--- config.mk ---
export PLATFORM = sky130hd
export DESIGN_NAME = kf_dma_bus_control_flat
export DESIGN_NICKNAME = d
export VERILOG_FILES = /design/src/rtl/kf_dma_pkg.sv /design/src/rtl/kf_dma_bus_control_if.sv /design/src/rtl/kf_dma_strobe_capture.sv /design/src/rtl/kf_dma_bus_control.sv /design/src/flat_wrapper.sv
export SDC_FILE = /design/constraint.sdc
export NUM_CORES = 1
export LEC_CHECK = 0
export CORE_ASPECT_RATIO = 1.2
export CORE_MARGIN = 8
export CORE_UTILIZATION = 45
export DETAILED_ROUTE_END_ITERATION = 10
export PLACE_DENSITY = 0.85
export RECOVER_POWER = 25
export SETUP_SLACK_MARGIN = 0.5
export SYNTH_ARGS = -nofsm -noshare
export SYNTH_HDL_FRONTEND = slang
export SYNTH_SLANG_ARGS = --single-unit
export TNS_END_PERCENT = 50
--- constraint.sdc ---
create_clock -name clock -period 4.22 [get_ports clock]
set_input_delay 0.633 -clock clock [delete_from_list [all_inputs] [get_ports clock]]
set_output_delay 0.633 -clock clock [all_outputs]
set_load 0.01 [all_outputs]
--- src/rtl/kf_dma_pkg.sv ---
// Shared definitions for the KF DMA CPU-side bus interface: control-block
// register offsets and the write-session state encoding.
package kf_dma_pkg;

  localparam int unsigned OFS_COMMAND            = 0;
  localparam int unsigned OFS_REQUEST            = 1;
  localparam int unsigned OFS_SINGLE_MASK        = 2;
  localparam int unsigned OFS_MODE               = 3;
  localparam int unsigned OFS_CLEAR_BYTE_POINTER = 4;
  localparam int unsigned OFS_MASTER_CLEAR       = 5;
  localparam int unsigned OFS_CLEAR_MASK         = 6;
  localparam int unsigned OFS_WRITE_ALL_MASK     = 7;

  typedef enum logic [0:0] {
    WR_IDLE,
    WR_WRITE
  } write_state_t;

endpackage

--- src/rtl/kf_dma_bus_control_if.sv ---
// CPU bus / register-file signal bundle for kf_dma_bus_control.
// Page register ports exist only when KF_DMA_PAGE_REGISTER_EN is defined.
interface kf_dma_bus_control_if #(
  parameter int CHANNELS = 4
);
  localparam int ADDR_WIDTH = $clog2(2 * CHANNELS) + 1;

  logic                  chip_select_n;
  logic                  io_read_n_in;
  logic                  io_write_n_in;
  logic [ADDR_WIDTH-1:0] address_in;
  logic [7:0]            data_bus_in;
  logic                  lock_bus_control;

  logic [7:0]            internal_data_bus;
  logic                  write_command_register;
  logic                  write_mode_register;
  logic                  write_request_register;
  logic                  set_or_reset_mask_register;
  logic                  write_mask_register;
  logic                  master_clear;
  logic                  clear_mask_register;
  logic [CHANNELS-1:0]   write_base_and_current_address;
  logic [CHANNELS-1:0]   write_base_and_current_word_count;
  logic                  read_status_register;
  logic                  read_temporary_register;
  logic [CHANNELS-1:0]   read_current_address;
  logic [CHANNELS-1:0]   read_current_word_count;
  logic                  byte_pointer;
`ifdef KF_DMA_PAGE_REGISTER_EN
  logic                  page_chip_select_n;
  logic [CHANNELS*8-1:0] page_address;
  logic [7:0]            page_read_data;
`endif

  modport master (
    output chip_select_n, io_read_n_in, io_write_n_in, address_in, data_bus_in,
           lock_bus_control,
    input  internal_data_bus, write_command_register, write_mode_register,
           write_request_register, set_or_reset_mask_register, write_mask_register,
           master_clear, clear_mask_register, write_base_and_current_address,
           write_base_and_current_word_count, read_status_register,
           read_temporary_register, read_current_address, read_current_word_count,
           byte_pointer
`ifdef KF_DMA_PAGE_REGISTER_EN
    , output page_chip_select_n
    , input  page_address, page_read_data
`endif
  );

  modport slave (
    input  chip_select_n, io_read_n_in, io_write_n_in, address_in, data_bus_in,
           lock_bus_control,
    output internal_data_bus, write_command_register, write_mode_register,
           write_request_register, set_or_reset_mask_register, write_mask_register,
           master_clear, clear_mask_register, write_base_and_current_address,
           write_base_and_current_word_count, read_status_register,
           read_temporary_register, read_current_address, read_current_word_count,
           byte_pointer
`ifdef KF_DMA_PAGE_REGISTER_EN
    , input  page_chip_select_n
    , output page_address, page_read_data
`endif
  );

endinterface

--- src/rtl/kf_dma_strobe_capture.sv ---
// Write-session FSM: captures data/address while the write strobe is low and
// flags completion (combinationally) on the clock that sees the strobe high again.
module kf_dma_strobe_capture
  import kf_dma_pkg::*;
#(
  parameter int ADDR_WIDTH = 4
) (
  input  logic                  clock,
  input  logic                  reset,
  input  logic                  select_n,
  input  logic                  io_read_n_in,
  input  logic                  io_write_n_in,
  input  logic                  lock_bus_control,
  input  logic [7:0]            data_bus_in,
  input  logic [ADDR_WIDTH-1:0] address_in,
  output logic [7:0]            data,
  output logic [ADDR_WIDTH-1:0] address,
  output logic                  complete
);

  write_state_t state, state_next;
  logic         capture;

  always_ff @(posedge clock or posedge reset) begin
    if (reset) begin
      state   <= WR_IDLE;
      data    <= '0;
      address <= '0;
    end else begin
      state <= state_next;
      if (capture) begin
        data    <= data_bus_in;
        address <= address_in;
      end
    end
  end

  always_comb begin
    state_next = state;
    capture    = 1'b0;
    complete   = 1'b0;
    case (state)
      WR_IDLE: begin
        if (!select_n && !lock_bus_control && !io_write_n_in && io_read_n_in) begin
          state_next = WR_WRITE;
          capture    = 1'b1;
        end
      end
      WR_WRITE: begin
        if (select_n || lock_bus_control) begin
          state_next = WR_IDLE;
        end else if (io_write_n_in) begin
          state_next = WR_IDLE;
          complete   = 1'b1;
        end else begin
          capture = 1'b1;
        end
      end
      default: state_next = WR_IDLE;
    endcase
  end

endmodule

--- src/rtl/kf_dma_bus_control.sv ---
// KF DMA CPU-side bus control: register decode, registered write strobes,
// read selects and the byte pointer. Optional page registers: KF_DMA_PAGE_REGISTER_EN.
module kf_dma_bus_control
  import kf_dma_pkg::*;
#(
  parameter int CHANNELS = 4
) (
  input logic                 clock,
  input logic                 reset,
  kf_dma_bus_control_if.slave bus
);

  localparam int          ADDR_WIDTH = $clog2(2 * CHANNELS) + 1;
  localparam int unsigned BASE       = 2 ** (ADDR_WIDTH - 1);
  localparam int unsigned CHAN_LIMIT = 2 * CHANNELS;

  function automatic logic is_ctrl(input logic [ADDR_WIDTH-1:0] a, input int unsigned ofs);
    return (32'(a) >= BASE) && ((32'(a) - BASE) == ofs);
  endfunction

  function automatic logic is_chan(input logic [ADDR_WIDTH-1:0] a, input int unsigned ch,
                                   input logic lsb);
    return (32'(a) < CHAN_LIMIT) && (32'(a >> 1) == ch) && (a[0] == lsb);
  endfunction

  logic [7:0]            write_data;
  logic [ADDR_WIDTH-1:0] write_address;
  logic                  write_complete;

  kf_dma_strobe_capture #(.ADDR_WIDTH(ADDR_WIDTH)) u_capture (
    .clock            (clock),
    .reset            (reset),
    .select_n         (bus.chip_select_n),
    .io_read_n_in     (bus.io_read_n_in),
    .io_write_n_in    (bus.io_write_n_in),
    .lock_bus_control (bus.lock_bus_control),
    .data_bus_in      (bus.data_bus_in),
    .address_in       (bus.address_in),
    .data             (write_data),
    .address          (write_address),
    .complete         (write_complete)
  );

  assign bus.internal_data_bus = write_data;

  logic                  read_valid, read_active, read_complete;
  logic [ADDR_WIDTH-1:0] read_address;
  logic [CHANNELS-1:0]   wr_addr_next, wr_count_next;
  logic                  clear_pointer, toggle_pointer;

  assign read_valid    = !bus.chip_select_n && !bus.lock_bus_control &&
                         !bus.io_read_n_in && bus.io_write_n_in;
  // Read completes on the first clock that sees the strobe released inside a live session.
  assign read_complete = read_active && bus.io_read_n_in &&
                         !bus.chip_select_n && !bus.lock_bus_control;

  assign bus.read_status_register    = read_valid && is_ctrl(bus.address_in, OFS_COMMAND);
  assign bus.read_temporary_register = read_valid && is_ctrl(bus.address_in, OFS_MASTER_CLEAR);

  always_comb begin
    wr_addr_next                 = '0;
    wr_count_next                = '0;
    bus.read_current_address     = '0;
    bus.read_current_word_count  = '0;
    for (int unsigned i = 0; i < CHANNELS; i++) begin
      wr_addr_next[i]                = write_complete && is_chan(write_address, i, 1'b0);
      wr_count_next[i]               = write_complete && is_chan(write_address, i, 1'b1);
      bus.read_current_address[i]    = read_valid && is_chan(bus.address_in, i, 1'b0);
      bus.read_current_word_count[i] = read_valid && is_chan(bus.address_in, i, 1'b1);
    end
    toggle_pointer = (write_complete && (32'(write_address) < CHAN_LIMIT)) ||
                     (read_complete && (32'(read_address) < CHAN_LIMIT));
    clear_pointer  = write_complete && (is_ctrl(write_address, OFS_CLEAR_BYTE_POINTER) ||
                                        is_ctrl(write_address, OFS_MASTER_CLEAR));
  end

  always_ff @(posedge clock or posedge reset) begin
    if (reset) begin
      bus.write_command_register            <= 1'b0;
      bus.write_mode_register               <= 1'b0;
      bus.write_request_register            <= 1'b0;
      bus.set_or_reset_mask_register        <= 1'b0;
      bus.write_mask_register               <= 1'b0;
      bus.master_clear                      <= 1'b0;
      bus.clear_mask_register               <= 1'b0;
      bus.write_base_and_current_address    <= '0;
      bus.write_base_and_current_word_count <= '0;
      bus.byte_pointer                      <= 1'b0;
      read_active                           <= 1'b0;
      read_address                          <= '0;
    end else begin
      bus.write_command_register            <= write_complete && is_ctrl(write_address, OFS_COMMAND);
      bus.write_request_register            <= write_complete && is_ctrl(write_address, OFS_REQUEST);
      bus.set_or_reset_mask_register        <= write_complete && is_ctrl(write_address, OFS_SINGLE_MASK);
      bus.write_mode_register               <= write_complete && is_ctrl(write_address, OFS_MODE);
      bus.master_clear                      <= write_complete && is_ctrl(write_address, OFS_MASTER_CLEAR);
      bus.clear_mask_register               <= write_complete && is_ctrl(write_address, OFS_CLEAR_MASK);
      bus.write_mask_register               <= write_complete && is_ctrl(write_address, OFS_WRITE_ALL_MASK);
      bus.write_base_and_current_address    <= wr_addr_next;
      bus.write_base_and_current_word_count <= wr_count_next;
      read_active                           <= read_valid;
      if (read_valid) read_address <= bus.address_in;
      if (clear_pointer)       bus.byte_pointer <= 1'b0;
      else if (toggle_pointer) bus.byte_pointer <= !bus.byte_pointer;
    end
  end

`ifdef KF_DMA_PAGE_REGISTER_EN
  logic [7:0]            page_write_data;
  logic [ADDR_WIDTH-1:0] page_write_address;
  logic                  page_complete, page_read_valid;

  kf_dma_strobe_capture #(.ADDR_WIDTH(ADDR_WIDTH)) u_page_capture (
    .clock            (clock),
    .reset            (reset),
    .select_n         (bus.page_chip_select_n),
    .io_read_n_in     (bus.io_read_n_in),
    .io_write_n_in    (bus.io_write_n_in),
    .lock_bus_control (bus.lock_bus_control),
    .data_bus_in      (bus.data_bus_in),
    .address_in       (bus.address_in),
    .data             (page_write_data),
    .address          (page_write_address),
    .complete         (page_complete)
  );

  assign page_read_valid = !bus.page_chip_select_n && !bus.lock_bus_control &&
                           !bus.io_read_n_in && bus.io_write_n_in;

  always_ff @(posedge clock or posedge reset) begin
    if (reset) begin
      bus.page_address <= '0;
    end else begin
      for (int unsigned i = 0; i < CHANNELS; i++) begin
        if (page_complete && (32'(page_write_address) == i))
          bus.page_address[i*8 +: 8] <= page_write_data;
      end
    end
  end

  always_comb begin
    bus.page_read_data = '0;
    for (int unsigned i = 0; i < CHANNELS; i++) begin
      if (page_read_valid && (32'(bus.address_in) == i))
        bus.page_read_data = bus.page_address[i*8 +: 8];
    end
  end
`endif

endmodule

--- src/flat_wrapper.sv ---
// flat-port wrapper written by rule: the top's interface ports become plain ports
module kf_dma_bus_control_flat import kf_dma_pkg::*;
#(
  parameter int CHANNELS = 4
)
  (clock, reset, bus_chip_select_n, bus_io_read_n_in, bus_io_write_n_in, bus_address_in, bus_data_bus_in, bus_lock_bus_control, bus_internal_data_bus, bus_write_command_register, bus_write_mode_register, bus_write_request_register, bus_set_or_reset_mask_register, bus_write_mask_register, bus_master_clear, bus_clear_mask_register, bus_write_base_and_current_address, bus_write_base_and_current_word_count, bus_read_status_register, bus_read_temporary_register, bus_read_current_address, bus_read_current_word_count, bus_byte_pointer);
  kf_dma_bus_control_if #(.CHANNELS(CHANNELS)) bus_i ();
  input logic clock;
  input logic reset;
  input wire logic [$bits(bus_i.chip_select_n)-1:0] bus_chip_select_n;
  input wire logic [$bits(bus_i.io_read_n_in)-1:0] bus_io_read_n_in;
  input wire logic [$bits(bus_i.io_write_n_in)-1:0] bus_io_write_n_in;
  input wire logic [$bits(bus_i.address_in)-1:0] bus_address_in;
  input wire logic [$bits(bus_i.data_bus_in)-1:0] bus_data_bus_in;
  input wire logic [$bits(bus_i.lock_bus_control)-1:0] bus_lock_bus_control;
  output wire logic [$bits(bus_i.internal_data_bus)-1:0] bus_internal_data_bus;
  output wire logic [$bits(bus_i.write_command_register)-1:0] bus_write_command_register;
  output wire logic [$bits(bus_i.write_mode_register)-1:0] bus_write_mode_register;
  output wire logic [$bits(bus_i.write_request_register)-1:0] bus_write_request_register;
  output wire logic [$bits(bus_i.set_or_reset_mask_register)-1:0] bus_set_or_reset_mask_register;
  output wire logic [$bits(bus_i.write_mask_register)-1:0] bus_write_mask_register;
  output wire logic [$bits(bus_i.master_clear)-1:0] bus_master_clear;
  output wire logic [$bits(bus_i.clear_mask_register)-1:0] bus_clear_mask_register;
  output wire logic [$bits(bus_i.write_base_and_current_address)-1:0] bus_write_base_and_current_address;
  output wire logic [$bits(bus_i.write_base_and_current_word_count)-1:0] bus_write_base_and_current_word_count;
  output wire logic [$bits(bus_i.read_status_register)-1:0] bus_read_status_register;
  output wire logic [$bits(bus_i.read_temporary_register)-1:0] bus_read_temporary_register;
  output wire logic [$bits(bus_i.read_current_address)-1:0] bus_read_current_address;
  output wire logic [$bits(bus_i.read_current_word_count)-1:0] bus_read_current_word_count;
  output wire logic [$bits(bus_i.byte_pointer)-1:0] bus_byte_pointer;
  assign bus_i.chip_select_n = bus_chip_select_n;
  assign bus_i.io_read_n_in = bus_io_read_n_in;
  assign bus_i.io_write_n_in = bus_io_write_n_in;
  assign bus_i.address_in = bus_address_in;
  assign bus_i.data_bus_in = bus_data_bus_in;
  assign bus_i.lock_bus_control = bus_lock_bus_control;
  assign bus_internal_data_bus = bus_i.internal_data_bus;
  assign bus_write_command_register = bus_i.write_command_register;
  assign bus_write_mode_register = bus_i.write_mode_register;
  assign bus_write_request_register = bus_i.write_request_register;
  assign bus_set_or_reset_mask_register = bus_i.set_or_reset_mask_register;
  assign bus_write_mask_register = bus_i.write_mask_register;
  assign bus_master_clear = bus_i.master_clear;
  assign bus_clear_mask_register = bus_i.clear_mask_register;
  assign bus_write_base_and_current_address = bus_i.write_base_and_current_address;
  assign bus_write_base_and_current_word_count = bus_i.write_base_and_current_word_count;
  assign bus_read_status_register = bus_i.read_status_register;
  assign bus_read_temporary_register = bus_i.read_temporary_register;
  assign bus_read_current_address = bus_i.read_current_address;
  assign bus_read_current_word_count = bus_i.read_current_word_count;
  assign bus_byte_pointer = bus_i.byte_pointer;
  kf_dma_bus_control #(.CHANNELS(CHANNELS)) u_core (.clock(clock), .reset(reset), .bus(bus_i));
endmodule
==> results <==
- The power per standard cell area is around 390 nW/µm².
- The share of synthesized area occupied by flip-flops and latches is 62.4%.
- Counting along the longest clock path gives a buffer depth of 2.
- The hold slack is between 400 and 500 ps.
- Data arrives at the worst endpoint at 3010 ps.
- The filler cells instantiated in the layout total 211.
- In this run, synthesis inferred 0 flip-flops with an integrated enable.
- Clock-pin slew was measured on the worst setup and hold paths at 90 ps.
- The post-route worst setup slack is around 580 ps.
- The final routed wirelength across all metal layers is between 2000 and 3000 µm.
- The number of antenna diodes is 0.
- Summed over all nets, the switching power comes to 0.177 mW.
- After synthesis, the share of flip-flops with an asynchronous set or reset is 100%.
- Along the worst path, the maximum fanout reaches 5.
- The share of total power dissipated in sequential elements is 49.3%.
- The site row count is 21.
- Buffers inserted to repair hold after CTS numbered 0.
- The master of the slowest instance on the critical path is sky130_fd_sc_hd__nor4b_1.
- Gates resized during post-CTS repair numbered 0.
- Summing over every cut layer, the via total after detailed routing is 954.
- The routability-driven placement congestion ratio is 0.830.
- For this block, the initial DRC count from the detailed router was 22.
- The flow ran to the end, and the final reports show no timing, DRC or antenna violations.
- The via count of the first global-routing pass is 1009.
- Clock tree synthesis found a total of 31 sinks.
- The I/O pin total is 52.
- In this design, the critical path's most frequently occurring cell is sky130_fd_sc_hd__clkdlybuf4s50_1.
- The first-pass GRT wire length is 5010 µm.
- The startpoint of the lowest-slack register-to-register path is u_core.u_capture.state.
- For the pin with the worst max-slew slack, the measured transition is 1090 ps.
- The launch instance of the worst min-delay path is u_core.u_capture.data[0].
- After layout, the worst path uses 86.3% of the clock period.
- The final global-route overflow total is 0.
- Setup repair after global routing left no endpoint under its margin.
- The final cell count without fillers is 188.
- The post-synthesis cell type count is 25.
- The vertical die dimension is approximately 74 µm.
- The worst pin sits at a relative slew slack of between 20% and 30%.
- The number of hold violations in the final report is 0.
- For the final routed database, the setup TNS stands at 0 ps.
- Across the VDD grid, the largest voltage drop is 0.000338 V.
- Timing would allow up to 275 MHz.
- Once detailed placement completed, the half-perimeter wirelength came to 2370 µm.
- The clock period minus final worst setup slack is 3640 ps.
- Buffers added to address setup during post-CTS repair amount to 0.
- Including well taps, the total number of placed cells is 180.
- The mean number of vias per cell is 5.07.
- The clock tree root buffer cell is sky130_fd_sc_hd__clkbuf_4.
- Counting instances, the worst hold path has a depth of 1.
- The number of I/O port buffers is 51.
- The number of nets produced by synthesis is roughly 120.
- The switching share of power is about a quarter.
- The area fraction of the dominant cell type after synthesis is between 60% and 70%.
- The final layout net count is 171.
- The largest total area in the synthesized netlist belongs to sky130_fd_sc_hd__dfrtp_1.
- Summing every instance area after synthesis gives 1240 µm².
- Timing analysis after detailed placement gives a worst setup slack of 855 ps.
- A synthesized cell averages ~13 µm².
- On the worst path, the slowest cell contributes a delay of 690 ps.
- The DRC violation count after routing is 0.
- The class of the tightest hold or removal check is reg -> reg.
- Measured in cells, the most critical reg-to-reg path has a length of 4.
- Combinational logic is responsible for 18.3% of the overall power.
- The floorplan step defined a core boundary enclosing 2710 µm².
- The critical path contains buffers and inverters numbering 2 combined.
- The number of clock buffers added by TritonCTS is 5.
- The first detailed-routing pass took 4 iterations.
- Among all cell types in the netlist, the one instantiated most often is sky130_fd_sc_hd__dfrtp_1.
- The clock tree from TritonCTS is built.
- The static leakage power is 0.773 nW.
- Across the run, the number of max-cap violations was 0.
- Total power for the finished layout comes to 0.726 mW.
- STA classifies the critical path endpoint as an output pin.
- The critical path class is in -> out.
- From synthesis to final layout, the design area changed by 49.1%.
- After synthesis, the cell types taking the most area are sky130_fd_sc_hd__dfrtp_1 62%, sky130_fd_sc_hd__mux2_2 6.3%, sky130_fd_sc_hd__nor2_1 5.7%.
- The clock latency on the worst-skew pair is about 330 ps.
- The total global routing track utilization is 13.9%.
- The critical path goes through clkdlybuf4s50_1 > nor4b_1 > or3b_1 > nor3_2 > clkdlybuf4s50_1.
- The die covers 4710 µm².
- The number of synthesis warnings is 0.
- The die span in x is 64.0 µm.
- The critical path launch point type is an input pin.
- Setup violations remaining at the end of the flow were counted as 0.
- The initial antenna violation count is 0.
- The total internal power is 0.550 mW.
- The proportion of layout cells with a drive suffix above 1 is 11.7%.
- The launching element of the worst setup path is bus_chip_select_n.
- Ranked by instance count, the synthesized netlist is headed by 31 x sky130_fd_sc_hd__dfrtp_1, 19 x sky130_fd_sc_hd__nor2_1, 7 x sky130_fd_sc_hd__mux2_2, 6 x sky130_fd_sc_hd__mux2_1, 6 x sky130_fd_sc_hd__nor3_1.
- STA puts the critical path data required time at roughly 3600 ps.
- In the final routed layout, each cell accounts on average for 15.9 µm.
- The synthesized design contains 31 register bits.
- Grouping stages by cell kind, the critical path spends the most delay in simple AND/OR/NAND/NOR gates.
- The clock share of power is 32.4%.
- The main flop type after synthesis is sky130_fd_sc_hd__dfrtp_1.
- The critical path crosses 5 cells after its start point.
- The level count of the clock H-tree is 2.
- For this configuration, the core starts out at a cell density of 45.9%.
- Synthesis produced a netlist whose cell count is 97.
- Entering global routing, the biggest net connects 32 pins.
- In this run the remaining antenna-violating nets after routing total 0.
- The number of slew-limit violations in the final report is 0.
- On the final layout, the worst clock skew is 12.7 ps.
==> state kept, by name, indices dropped and copies added (netlist names) <==
register	cells
u_core.read_address	1
u_core.bus.write_mask_register	1
u_core.bus.set_or_reset_mask_register	1
u_core.bus.master_clear	1
u_core.bus.write_base_and_current_word_count	4
u_core.read_active	1
u_core.u_capture.data	8
u_core.u_capture.state	1
u_core.bus.write_mode_register	1
u_core.bus.byte_pointer	1
u_core.u_capture.address	4
u_core.bus.write_base_and_current_address	4
u_core.bus.write_command_register	1
u_core.bus.write_request_register	1
u_core.bus.clear_mask_register	1
==> worst register-to-register path, delay by kind of cell, from the launching register on <==
| kind | cells | cell delay (ps) |
|---|---|---|
| AND/OR/NAND/NOR | 2 | 840 |
| flip-flops | 1 | 390 |
| multiplexers | 1 | 350 |
| buffers and inverters | 1 | 320 |
==> cell usage in the layout, fill, tap and decap left out, drive strengths merged <==
cell type      count
mux2              13
buf                1
nand4bb            1
o21ai              1
bufinv             1
nand3              1
clkbuf             6
nand2              2
nor4b              2
or3b               1
dlygate4sd3        1
clkinv             1
or3                1
dfrtp             31
nand2b             4
clkdlybuf4s50     50
o21bai             1
a2bb2oi            1
nor4               1
mux2i              1
nor3               7
inv                1
nand3b             5
and4bb             1
nor2              19
==> power by group through the flow <==
| stage | logic [mW] | clock network, mW | registers [mW] |
|---|---|---|---|
| floorplan | 0.0594 | 0 | 0.361 |
| global placement | 0.132 | 0 | 0.362 |
| detailed placement | 0.136 | 0 | 0.364 |
| CTS | 0.137 | 0.243 | 0.358 |
| global route | 0.143 | 0.257 | 0.364 |
| finish | 0.133 | 0.236 | 0.358 |
==> cell families (layout without fill, tap and decap cells) <==
kind of cell,after synthesis,count (layout),share of synthesized area (%)
flops,31,31,62.4
compound gates,3,3,1.71
mux,14,14,12.6
simple gates,45,45,21.8
buf+inv,4,61,1.51
==> per-stage QoR <==
step | util [%] | area, µm²
CTS | 69.3 | 1870
global placement | 66.1 | 1790
global route | 68.5 | 1850
finish | 68.5 | 1850
floorplan | - | 1240
detailed placement | 66.1 | 1790
==> layout make-up <==
class / count / area, µm² / area share [%]
flip-flops and latches: 31 / 776 / 41.9
inverters: 1 / 3.75 / 0.203
multi-input cells: 62 / 427 / 23.0
clock buffers: 6 / 51.3 / 2.77
clock inverters: 2 / 35.0 / 1.89
well taps: 34 / 42.5 / 2.30
repair buffers: 52 / 518 / 28.0
==> metal layers <==
layer	vias up	global-route usage, %	wire [µm]
met3	7	6.55	274
met5	-	0	0
met4	0	8.93	80
met2	38	25.4	1570
li1	449	-	-
met1	460	11.8	1060
==> path summary, 6_finish.rpt <==
kind / slack, ps / endpoint
hold / removal: 490 / u_core.u_capture.data[0]
setup reg to reg: 2200 / u_core.u_capture.data[3]
hold reg to reg: 490 / u_core.u_capture.data[0]
max in group asynchronous: 2540 / u_core.bus.write_request_register
setup / recovery: 580 / bus_read_current_address[0]
min in group asynchronous: 1010 / u_core.u_capture.data[1]
Note: power is estimated with default switching activity, not from simulation.
